[config.mk]
export PLATFORM = sky130hd
export DESIGN_NAME = mux_sel_ctrl
export DESIGN_NICKNAME = d
export VERILOG_FILES = /design/src/rtl/mux_sel_ctrl_pkg.sv /design/src/rtl/mux_sel_ctrl_sync.sv /design/src/rtl/mux_sel_ctrl.sv
export SDC_FILE = /design/constraint.sdc
export NUM_CORES = 1
export LEC_CHECK = 0
export CAP_MARGIN = 20
export CORE_UTILIZATION = 37
export DETAILED_ROUTE_END_ITERATION = 10
export HOLD_SLACK_MARGIN = 0.15
export SKIP_LAST_GASP = 1
export SLEW_MARGIN = 20
export SYNTH_ARGS = -nofsm -noshare
export SYNTH_HDL_FRONTEND = slang
export SYNTH_SLANG_ARGS = --single-unit
export TNS_END_PERCENT = 20
[constraint.sdc]
create_clock -name clk -period 2.7 [get_ports clk]
set_clock_uncertainty 0.05 [all_clocks]
set_input_delay 0.54 -clock clk [delete_from_list [all_inputs] [get_ports clk]]
set_output_delay 0.54 -clock clk [all_outputs]
set_load 0.005 [all_outputs]
[src/rtl/mux_sel_ctrl_pkg.sv]
// Shared types and default sizing for the project-select controller.
package mux_sel_ctrl_pkg;

  localparam int NUM_PROJECTS_DEF = 20;
  localparam int ADDR_W_DEF       = 5;
  localparam int GUARD_CYCLES_DEF = 4;

  typedef enum logic [1:0] {
    ST_OFF,
    ST_GUARD,
    ST_ON,
    ST_DROP
  } state_e;

  // Address update waiting to be applied once ena is low.
  typedef enum logic [1:0] {
    PEND_NONE,
    PEND_INC,
    PEND_CLR
  } pend_e;

endpackage

[src/rtl/mux_sel_ctrl_sync.sv]
// Multi-flop synchronizer for one asynchronous control pin, with a selectable reset value.
module mux_sel_ctrl_sync #(
  parameter int   STAGES  = 2,
  parameter logic RST_VAL = 1'b0
) (
  input  logic clk,
  input  logic rst_n,
  input  logic d_i,
  output logic q_o
);

  logic [STAGES-1:0] sync_q;

  // NOTE: non-blocking assignments make every stage sample the previous stage's old value.
  always_ff @(posedge clk or negedge rst_n) begin
    if (!rst_n) begin
      sync_q <= {STAGES{RST_VAL}};
    end else begin
      sync_q <= {sync_q[STAGES-2:0], d_i};
    end
  end

  assign q_o = sync_q[STAGES-1];

endmodule

[src/rtl/mux_sel_ctrl.sv]
// Break-before-make project select controller: ena is always dropped and a guard
// window inserted before addr is allowed to move.
module mux_sel_ctrl
  import mux_sel_ctrl_pkg::*;
#(
  parameter int NUM_PROJECTS = NUM_PROJECTS_DEF,
  parameter int ADDR_W       = ADDR_W_DEF,
  parameter int GUARD_CYCLES = GUARD_CYCLES_DEF,
  parameter int SYNC_STAGES  = 2
) (
  input  logic              clk,
  input  logic              rst_n,
  input  logic              ctrl_ena,
  input  logic              ctrl_sel_inc,
  input  logic              ctrl_sel_rst_n,
  output logic [ADDR_W-1:0] addr,
  output logic              ena,
  output logic              busy
);

  localparam logic [3:0] GUARD_RELOAD = 4'(GUARD_CYCLES - 1);

  logic ena_s, inc_s, srst_n_s;
  logic inc_prev_q, srst_prev_q;
  logic inc_evt, guard_hold;

  state_e            state_q;
  pend_e             pend_q;
  logic [ADDR_W-1:0] addr_q, addr_nxt;
  logic [3:0]        guard_cnt_q;
  logic              ena_q, busy_q;

  mux_sel_ctrl_sync #(.STAGES(SYNC_STAGES), .RST_VAL(1'b0)) u_sync_ena (
    .clk(clk), .rst_n(rst_n), .d_i(ctrl_ena), .q_o(ena_s)
  );
  mux_sel_ctrl_sync #(.STAGES(SYNC_STAGES), .RST_VAL(1'b0)) u_sync_inc (
    .clk(clk), .rst_n(rst_n), .d_i(ctrl_sel_inc), .q_o(inc_s)
  );
  mux_sel_ctrl_sync #(.STAGES(SYNC_STAGES), .RST_VAL(1'b1)) u_sync_srst (
    .clk(clk), .rst_n(rst_n), .d_i(ctrl_sel_rst_n), .q_o(srst_n_s)
  );

  always_ff @(posedge clk or negedge rst_n) begin
    if (!rst_n) begin
      inc_prev_q  <= 1'b0;
      srst_prev_q <= 1'b1;
    end else begin
      inc_prev_q  <= inc_s;
      srst_prev_q <= srst_n_s;
    end
  end

  assign inc_evt    = inc_s & ~inc_prev_q;
  assign addr_nxt   = (addr_q == ADDR_W'(NUM_PROJECTS - 1)) ? '0 : addr_q + ADDR_W'(1);
  // The cycle in which srst_n_s returns high still reloads the guard, so the
  // select-reset recovery gives the same GUARD_CYCLES+1 ena latency as power-on enable.
  assign guard_hold = ~srst_n_s | ~srst_prev_q;

  always_ff @(posedge clk or negedge rst_n) begin
    if (!rst_n) begin
      state_q     <= ST_OFF;
      pend_q      <= PEND_NONE;
      addr_q      <= '0;
      guard_cnt_q <= '0;
      ena_q       <= 1'b0;
      busy_q      <= 1'b0;
    end else begin
      case (state_q)
        ST_OFF: begin
          pend_q <= PEND_NONE;
          if (!srst_n_s)                       addr_q <= '0;
          else if (inc_evt || pend_q == PEND_INC) addr_q <= addr_nxt;
          if (ena_s) begin
            state_q     <= ST_GUARD;
            guard_cnt_q <= GUARD_RELOAD;
            busy_q      <= 1'b1;
          end
        end

        ST_GUARD: begin
          if (!srst_n_s)    addr_q <= '0;
          else if (inc_evt) addr_q <= addr_nxt;
          if (!ena_s) begin
            state_q <= ST_OFF;
            busy_q  <= 1'b0;
          end else if (guard_hold || inc_evt) begin
            guard_cnt_q <= GUARD_RELOAD;
          end else if (guard_cnt_q == '0) begin
            state_q <= ST_ON;
            busy_q  <= 1'b0;
            ena_q   <= 1'b1;
          end else begin
            guard_cnt_q <= guard_cnt_q - 4'd1;
          end
        end

        ST_ON: begin
          if (!ena_s) begin
            state_q <= ST_OFF;
            ena_q   <= 1'b0;
            pend_q  <= (inc_evt && srst_n_s) ? PEND_INC : PEND_NONE;
          end else if (!srst_n_s || inc_evt) begin
            state_q <= ST_DROP;
            ena_q   <= 1'b0;
            busy_q  <= 1'b1;
            pend_q  <= !srst_n_s ? PEND_CLR : PEND_INC;
          end
        end

        ST_DROP: begin
          if (!srst_n_s || pend_q == PEND_CLR) addr_q <= '0;
          else if (pend_q == PEND_INC)         addr_q <= addr_nxt;
          pend_q      <= PEND_NONE;
          state_q     <= ST_GUARD;
          guard_cnt_q <= GUARD_RELOAD;
        end

        default: begin
          state_q <= ST_OFF;
          ena_q   <= 1'b0;
          busy_q  <= 1'b0;
        end
      endcase
    end
  end

  assign addr = addr_q;
  assign ena  = ena_q;
  assign busy = busy_q;

endmodule

# Word level (Yosys, flattened, before mapping)
# Index checks and enable logic that the tools add are counted.
# totals
ff_bits	23
in_bits	5
output_inout_bits	7
wordCells	94
# op_classes
n_addsub	2
n_eq_ne	19
mux	38
n_bitwise	5
reduce_logical	19
# op_table
operator	count
$mux 5	7
$ne 3x3->1 const B	7
$mux 2	9
$mux 4	4
$pmux 5 s3	1
$mux 1	12
$pmux 4 s3	1
$reduce_and 4->1	3
$pmux 2 s4	1
$eq 2x2->1 const B	3
$ne 2x1->1 const B	3
$ne 2x2->1 const B	3
$reduce_and 6->1	1
$reduce_bool 3->1	2
$add 5x1->5 const B	1
$eq 5x5->1 const B	1
$reduce_and 5->1	1
$eq 2x1->1 const B	2
$logic_not 4->1	1
$logic_or 1x1->1	4
$pmux 2 s2	1
$reduce_bool 2->1	2
$sub 4x1->4 const B	1
$not 1->1	3
9 further kinds	9

# Longest topological paths before layout
# Gate-level depths: netlist of the first run.
# depth
word_depth	6
depth_mapped	7

# Cells and area by module
# A second synthesis of the first run with hierarchy kept.
# unflattened
hier_cells	114
hier_area_um2	1214.9
# by_module_without_submodules
module	n_inst	cells_per_inst	area_each_um2	seq_area_each_um2
mux_sel_ctrl	1	108	1062.3	426.7
mux_sel_ctrl_sync at u_sync_ena ...	2	2	50.0	50.0
mux_sel_ctrl_sync at u_sync_srst	1	2	52.6	52.6

# Least setup slack after synthesis of the first run
# No wires, ideal clock.
# synth_timing
kind	register -> register
from	register guard_cnt_q[0]
to	register ena_q, in the netlist ena
t_arrival_ns	1.487
required_time_ns	2.526
slack_ns	1.039
path_stages_with_launch	7
path_buffers	0
path_cell_list	dfrtp_1 -> inv_1 -> ha_1 -> or3b_4 -> nand2_1 -> o2111ai_1 -> a211o_1
# synth_via
elab_chain_cells	3
# synth_rtl
item	line	source
start, declared	mux_sel_ctrl.sv:30	logic [3:0] guard_cnt_q;
start signal, assigned	mux_sel_ctrl.sv:93	guard_cnt_q <= guard_cnt_q - 4'd1;
$logic_not 4->1	mux_sel_ctrl.sv:88	end else if (guard_cnt_q == '0) begin
$ne 2x2->1 (no line)	-	
$reduce_and 5->1 (no line)	-	
end signal, assigned	mux_sel_ctrl.sv:91	ena_q <= 1'b1;
end signal, assigned	mux_sel_ctrl.sv:100	ena_q <= 1'b0;
end signal, assigned	mux_sel_ctrl.sv:104	ena_q <= 1'b0;
end, declared	mux_sel_ctrl.sv:31	logic ena_q, busy_q;
# No other way between the ends.
# A chain may end at the register's enable or synchronous reset.

# Worst setup path in the final report of the first run
# layout_timing
from	register state_q[1]
to	register guard_cnt_q[1]
# layout_via
elab_chain_cells	3
word_cells_on_any_way	9
classes_between	eq/ne: 5; mux: 1; reduce/logical: 3
# layout_rtl
item	line	source
start, declared	mux_sel_ctrl.sv:27	state_e state_q;
start signal, assigned	mux_sel_ctrl.sv:61	state_q <= ST_OFF;
start signal, assigned	mux_sel_ctrl.sv:74	state_q <= ST_GUARD;
start signal, assigned	mux_sel_ctrl.sv:84	state_q <= ST_OFF;
$eq 2x1->1, or another cell as far along	mux_sel_ctrl.sv:68	case (state_q)
$ne 3x3->1 (no line), or another cell as far along	-	
$reduce_and 4->1 (no line)	-	
# Several ways; a longest one is shown, not always the timed one.

==> qor.yml, run 1 <==
yosys:
  avgSynthCellArea_um2: 10.3
  yosys-top-cells-area: "dfrtp_1 (38%), ha_1 (7.5%), dfstp_2 (5.9%), inv_1 (4.8%), o211ai_1 (3.4%)"
  yosys_warnings: 0
  post_synth_instance_area_um2: 1330
  synth_ff_type: "dfrtp_1"
  ys_types: 44
  synth_seq_cells: 23
  synth_largest_area_cell: "dfrtp_1"
  synth_top_area_share_pct: 37.6
  ys_seq_area_share_pct: 43.5
  syn_nets: 142
  ys_async_sr_fraction_pct: 100
  ys_top_cells_by_count: "dfrtp_1 (20), inv_1 (17), nor2_1 (9), ha_1 (8), o21ai_0 (8)"
  synth_edf_count: 0
  syn_inst: 129
  synth_most_common_cell: "dfrtp_1"
timing:
  holdWs_ns: 0.298
  hold_violations: 0
  slew_headroom_pct: 69.1
  setup_tns_ns: 0
  grt_setup_unrepaired: "false"
  setup_ws_ns: 0.768
  min_period_ns: 1.93
  tightest_slew_ns: 0.462
  fmax_mhz: 518
  period_share_pct: 71.6
  slew_violations: 0
  setup_viol: 0
detailed_routing:
  drt_wl_total_um: 2570
  drc: 0
  drtIter0Drc: 50
  via_per_inst: 5.35
  avgRoutedWirePerCell_um: 13.6
  drt-pass1-iter-count: 4
  routed-via-count: 1012
  drtAntennaViolNets: 0
cts:
  postCtsSetupRepairBufs: 0
  clk_latency_ns: 0.34
  cts_sinks: 23
  h-tree-depth: 1
  cts-root-buf: "clkbuf_4"
  postCtsHoldBufs: 0
  cts_tree: "yes"
  clk_pin_slew_ns: 0.15
  cts_buffers: 3
  cts_buffer_depth: 2
  cts.repair.resized: 0
power:
  p_per_area_nw_per_um2: 812
  p_clk_share_pct: 14.4
  comb_power_share_pct: 45.9
  internal_power_mw: 0.726
  power_leakage_nw: 0.625
  seqPwrFrac_pct: 39.7
  power_switching_mw: 0.499
  switching_share_pct: 40.7
  ir_drop_uv: 386
cells_and_area:
  stdcell_area_um2: 1510
  layout-drive-gt1-share_pct: 11.9
  diodes: 0
  area_growth_pct: 13.3
  nets: 157
  fin_cells: 189
setup_path:
  worstPathRequired_ns: 2.93
  r2r_end: "guard_cnt_q[1]"
  reg2reg_from: "state_q[1]"
  worstPathArrival_ns: 2.16
  slowest_stage: "ha_1"
  worstSetupEndpointType: "register"
  cp_max_fo: 11
  r2r_setup_slack_ns: 0.77
  path_cells: "inv_1 > ha_1 > nand4_1 > o21ai_2 > mux2i_1"
  cp_num_buf_inv: 1
  cp_top_family: "adder cells"
  r2r_cells: 5
  cpPeakStageDelay_ns: 0.45
  startpoint_type: "register"
  critPathKind: "reg -> reg"
hold_path:
  hp-start: "u_sync_ena.sync_q[0]"
  min_path_type: "reg -> reg"
  min_to: "u_sync_ena.sync_q[1]"
  hold_depth: 0
placement:
  dp_hpwl_um: 1850
  gp_congestion: 0.825
  portBuffers: 11
  post-place-ws_ns: 0.811
  dp_cells: 185
  place_area_um2: 1480
global_routing:
  grt_max_degree: 24
  grt_usage_pct: 15.4
  grt_pass1_wl_um: 4200
  grt_pass1_vias: 937
  grt_overflow_total: 0
  antenna_found_initial: 0
floorplanning:
  pin_count: 12
  die_w_um: 62.0
  dieArea_um2: 3840
  core_um2: 3390
  rows: 21
  die_h_um: 62.0
  start_util_pct: 39.3
flow_run:
  cap_violations: 0
status:
  run_status: "complete, no violations"
-- registers in the layout, summed over array words and instances (netlist names) --
name,count
u_sync_inc.sync_q,2
inc_prev_q,1
state_q,2
addr,5
u_sync_ena.sync_q,2
pend_q,2
srst_prev_q,1
u_sync_srst.sync_q,2
busy,1
guard_cnt_q,4
ena,1
-- final cells by class --
class	instances	area (um^2)
flip-flops and latches	23	579
clock buffers	3	22.5
fillers	312	1880
inverters	17	63.8
well taps	46	57.6
multi-input cells	87	661
repair buffers	12	118
clock inverters	1	7.51
-- worst register-to-register path, cell delays in order (launching register included) --
cell and delay (ns):
dfrtp_1 0.44, inv_1 0.16, ha_1 0.45, nand4_1 0.27, o21ai_2 0.29, mux2i_1 0.21
-- cell usage in the layout, fill, tap and decap left out, types with 2 or more instances in the layout --
cell and count:
clkdlybuf4s50_1 11, o211ai_1 6, o21ai_0 8, ha_1 8, mux2i_1 4, nand3_1 2, nor3_1 3, dfrtp_1 20
o2111ai_1 5, nand2b_1 3, clkbuf_4 3, dfstp_2 3, nand2_1 5, nand4_1 4, nor2_1 9, inv_1 17
a211o_1 2
-- worst max-delay path by stage --
| stage | cells after the start | slack [ns] | from | to |
|---|---|---|---|---|
| floorplan | 6 | 1.04 | guard_cnt_q[0] | ena |
| global placement | 5 | 0.85 | state_q[1] | guard_cnt_q[0] |
| detailed placement | 5 | 0.81 | state_q[1] | guard_cnt_q[0] |
| CTS | 5 | 0.77 | state_q[1] | guard_cnt_q[0] |
| global route | 5 | 0.65 | state_q[1] | guard_cnt_q[1] |
| finish | 5 | 0.77 | state_q[1] | guard_cnt_q[1] |
-- metal layers --
layer	GRT usage [%]	vias to the layer above	wire, um
li1	-	503	-
met1	20.1	477	1240
met2	22.5	26	1140
met3	6.00	6	140
met4	6.67	0	42
met5	0	-	0
-- cells by family after synthesis --
| kind of cell | Yosys count | synth area share [%] |
|---|---|---|
| flops | 23 | 43.5 |
| fa+ha+maj | 8 | 7.52 |
| compound gates | 38 | 22.9 |
| xor+xnor | 1 | 0.658 |
| simple gates | 36 | 15.5 |
| mux | 4 | 3.01 |
| buf+inv | 19 | 6.86 |
-- metrics by stage --
step | power [mW] | util (%)
2_1_floorplan | 0.902 | -
3_3_place_gp | 1.05 | 43.6
3_5_place_dp | 1.05 | 43.6
4_1_cts | 1.23 | 44.5
5_1_grt | 1.32 | 44.5
6_report | 1.23 | 44.5
-- power groups by stage --
stage | Sequential (mW) | Clock (mW) | Combinational [mW]
3_3_place_gp | 0.491 | 0 | 0.558
5_1_grt | 0.499 | 0.197 | 0.628
3_5_place_dp | 0.493 | 0 | 0.559
4_1_cts | 0.486 | 0.183 | 0.563
2_1_floorplan | 0.481 | 0 | 0.421
6_report | 0.486 | 0.177 | 0.563
(Power assumes the default switching activity.)
==> inputs of run 2 (changes only) <==
clock period = 1.6 ns   (was 2.7 ns; I/O delays follow)
==> qor.yml, run 2 (synthesis gave the netlist of run 1 again) <==
status:
  run_status: "complete, but fails checks"
  violations: "setup timing"
timing:
  setup_ws_ns: -0.111
  slew_headroom_pct: 76.0
  setup_viol: 11
  slew_violations: 0
  fmax_mhz: 584
  grt_setup_unrepaired: "true"
  tightest_slew_ns: 0.356
  period_share_pct: 107
  min_period_ns: 1.71
  hold_violations: 0
hold_path:
  min_path_type: "in -> async"
setup_path:
  cpPeakStageDelay_ns: 0.43
  r2r_setup_slack_ns: -0.11
  cp_top_family: "simple AND/OR/NAND/NOR gates"
  cp-startpoint: "guard_cnt_q[1]"
  r2r_end: "busy"
  worstPathArrival_ns: 1.88
  reg2reg_from: "guard_cnt_q[1]"
  r2r_cells: 6
  critPathKind: "reg -> reg"
  path_cells: "inv_2 > ha_4 > or3b_4 > a32oi_1 > o2111ai_1 > mux2i_1"
  worstPathRequired_ns: 1.77
  cp_num_buf_inv: 1
  startpoint_type: "register"
  slowest_stage: "or3b_4"
  cp_max_fo: 5
  worstSetupEndpointType: "register"
power:
  power_leakage_nw: 0.784
  power_mw: 2.58
  ir_drop_uv: 854
  p_per_area_nw_per_um2: 1410
cts:
  cts_buffers: 3
  postCtsHoldBufs: 0
  cts_buffer_depth: 2
  cts_sinks: 23
  clk_latency_ns: 0.33
  clk_pin_slew_ns: 0.14
  h-tree-depth: 1
  cts_tree: "yes"
  cts-root-buf: "clkbuf_4"
global_routing:
  grt_pass1_wl_um: 4680
  antenna_found_initial: 0
  grt_max_degree: 24
  grt_usage_pct: 16.9
  grt_pass1_vias: 1043
  grt_overflow_total: 0
cells_and_area:
  seqCellArea_um2: 582
  postLayoutCoreUtil_pct: 54.0
  diodes: 0
  largest_reg_flops: 5
  layout-drive-gt1-share_pct: 35.5
  multi_input_area_um2: 753
  nets: 186
  layout_commonest_cell: "buf_4"
  fill_cells: 293
  layout_common_cells: "buf_4 (28), dfrtp_1 (18), inv_1 (14)"
  area_growth_pct: 37.6
  stdcell_area_um2: 1830
placement:
  place_area_um2: 1630
  gp_congestion: 0.859
  portBuffers: 11
  dp_hpwl_um: 2030
  post-place-ws_ns: -0.131
floorplanning:
  die_h_um: 62.0
  core_um2: 3390
  die_w_um: 62.0
  start_util_pct: 39.3
  dieArea_um2: 3840
  pin_count: 12
  rows: 21
detailed_routing:
  routed-via-count: 1132
  via_per_inst: 5.19
  drt-pass1-iter-count: 4
  drt_wl_total_um: 3000
  drc: 0
  avgRoutedWirePerCell_um: 13.8
  drtAntennaViolNets: 0
  drtIter0Drc: 83
flow_run:
  cap_violations: 0
-- run 2: timing repair --
item,4_1_cts,5_1_grt
gates resized for setup,2,20
buffers inserted,3,8
pin swaps,1,9
endpoints found under the setup margin,18,20
-- run 2: layout make-up --
cell class / instances / area share [%]
multi-input combinational: 87 / 41.1
sequential: 23 / 31.8
timing repair buffer: 41 / 18.9
inverter: 17 / 3.48
tap: 46 / 3.14
clock buffer: 3 / 1.23
clock inverter: 1 / 0.410
-- run 2: how the worst max path moves through the flow --
stage	endpoint	slack, ns	cells after the start
after global routing	busy	-0.17	6
after CTS	busy	-0.11	6
after floorplan	addr[1]	0.005	6
after global placement	busy	-0.08	6
after detailed placement	guard_cnt_q[1]	-0.13	5
final	busy	-0.11	6
-- run 2: routing by layer --
layer	vias to the layer above	part of all wire (%)	routed length, um	global-route usage [%]
li1	563	-	-	-
met4	0	0.77	23	3.81
met1	543	48	1450	23.6
met5	-	0	0	0
met2	22	47	1410	25.8
met3	4	3.7	112	5.18
-- run 2: where the power goes --
group	switching (mW)	internal, mW	leakage [nW]	total (mW)
Combinational	0.697	0.775	0.497	1.47
Sequential	0.112	0.704	0.273	0.815
Clock	0.199	0.0958	0.0139	0.295
-- run 2: per-stage QoR --
stage / std cells / TNS [ns] / hold slack [ns]
after global routing: 218 / -1.81 / 0.306
after global placement: 203 / -0.342 / 0.282
after detailed placement: 203 / -0.904 / 0.291
final: 218 / -0.682 / 0.272
after floorplan: 129 / 0 / -0.0256
after CTS: 210 / -1.02 / 0.279
==> inputs of run 3 (changes only) <==
--- a/config.mk
+++ b/config.mk
@@ -9,2 +9,3 @@
 export CORE_UTILIZATION = 37
+export CTS_CLUSTER_SIZE = 28
 export DETAILED_ROUTE_END_ITERATION = 10
==> constraint.sdc (replaced) <==
create_clock -name clk -period 1.6 [get_ports clk]
set_clock_uncertainty 0.05 [all_clocks]
set_input_delay 0.24 -clock clk [delete_from_list [all_inputs] [get_ports clk]]
set_output_delay 0.24 -clock clk [all_outputs]
set_load 0.005 [all_outputs]
==> qor.yml, run 3 (synthesis gave the netlist of run 1 again) <==
cts:
  cts_buffers: 3
  cts-root-buf: "clkbuf_4"
  cts_sinks: 23
  h-tree-depth: 1
  cts_tree: "yes"
  cts_buffer_depth: 2
  postCtsHoldBufs: 0
  clk_pin_slew_ns: 0.14
  clk_latency_ns: 0.33
detailed_routing:
  routed-via-count: 1136
  drtIter0Drc: 67
  via_per_inst: 5.24
  avgRoutedWirePerCell_um: 13.8
  drc: 0
  drt-pass1-iter-count: 4
  drt_wl_total_um: 2980
  drtAntennaViolNets: 0
timing:
  hold_violations: 0
  min_period_ns: 1.71
  setup_viol: 8
  slew_violations: 0
  period_share_pct: 107
  tightest_slew_ns: 0.353
  setup_tns_ns: -0.423
  fmax_mhz: 584
  slew_headroom_pct: 76.2
  grt_setup_unrepaired: "true"
  holdWs_ns: 0.196
  setup_ws_ns: -0.113
flow_run:
  cap_violations: 0
cells_and_area:
  fin_cells: 217
  multi_input_area_um2: 753
  layout_common_cells: "buf_4 (27), dfrtp_1 (19), inv_1 (14)"
  largest_reg_flops: 5
  stdcell_area_um2: 1820
  area_growth_pct: 36.7
  layout_commonest_cell: "buf_4"
  fill_cells: 293
  diodes: 0
  nets: 185
  layout-drive-gt1-share_pct: 34.5
  seqCellArea_um2: 581
global_routing:
  grt_pass1_vias: 1043
  grt_pass1_wl_um: 4680
  antenna_found_initial: 0
  grt_overflow_total: 0
  grt_usage_pct: 16.9
  grt_max_degree: 24
placement:
  place_area_um2: 1630
  dp_hpwl_um: 2030
  dp_cells: 203
  portBuffers: 11
  post-place-ws_ns: -0.131
  gp_congestion: 0.859
power:
  power_leakage_nw: 0.762
  p_per_area_nw_per_um2: 1420
  ir_drop_uv: 854
hold_path:
  min_path_type: "in -> async"
setup_path:
  worstSetupEndpointType: "register"
  worstPathArrival_ns: 1.89
  worstPathRequired_ns: 1.77
  cp_max_fo: 5
  critPathKind: "reg -> reg"
  startpoint_type: "register"
floorplanning:
  core_um2: 3390
  die_h_um: 62.0
  dieArea_um2: 3840
  pin_count: 12
  rows: 21
  start_util_pct: 39.3
  die_w_um: 62.0
status:
  violations: "setup timing"
  run_status: "complete, but fails checks"
-- run 3: area by class of cell --
type / instances / share of cell area (%)
Timing Repair Buffer: 40 / 18.4
Clock inverter: 1 / 0.412
Multi-Input combinational cell: 87 / 41.4
Clock buffer: 3 / 1.24
Sequential cell: 23 / 31.9
Tap cell: 46 / 3.16
Inverter: 17 / 3.51
-- run 3: final timing paths --
check                                      start               endpoint  slack [ns]  cells past startpoint
hold / removal                             rst_n             inc_prev_q        0.20                      2
max in group asynchronous                  rst_n            srst_prev_q        1.02                      2
setup reg to reg                  guard_cnt_q[1]                   busy       -0.11                      6
hold reg to reg            u_sync_srst.sync_q[0]  u_sync_srst.sync_q[1]        0.32                      0
min in group clk                  ctrl_sel_rst_n  u_sync_srst.sync_q[0]        0.25                      1
setup / recovery                  guard_cnt_q[1]                   busy       -0.11                      6
-- run 3: power breakdown --
part	switching, mW	internal, mW	leakage, nW
registers	0.112	0.703	0.275
clock network	0.200	0.0958	0.0139
logic	0.693	0.773	0.473
-- run 3: metal layers --
metal  vias up  track usage, %  wire length (um)
li1        561               -                 -
met1       537            23.6              1410
met2        34            25.8              1400
met3         4            5.18               149
met4         0            3.81                23
met5         -               0                 0
-- run 3: metrics by stage --
step / util [%] / total power [mW]
after floorplan: - / 1.53
after global placement: 48.0 / 2.00
after detailed placement: 48.0 / 2.02
after CTS: 49.6 / 2.34
after global routing: 53.7 / 2.78
final: 53.7 / 2.58
-- run 3: timing repair --
action,in CTS,in global routing
setup endpoints to repair,16,18
resized for setup,2,18
pin swaps,1,9
buffers inserted,3,7
-- run 3: critical path: stages (launching register included) --
cell and delay, ns:
dfrtp_1 0.42, inv_2 0.08, ha_4 0.13, or3b_4 0.43, a32oi_1 0.19, o2111ai_1 0.15
mux2i_1 0.15
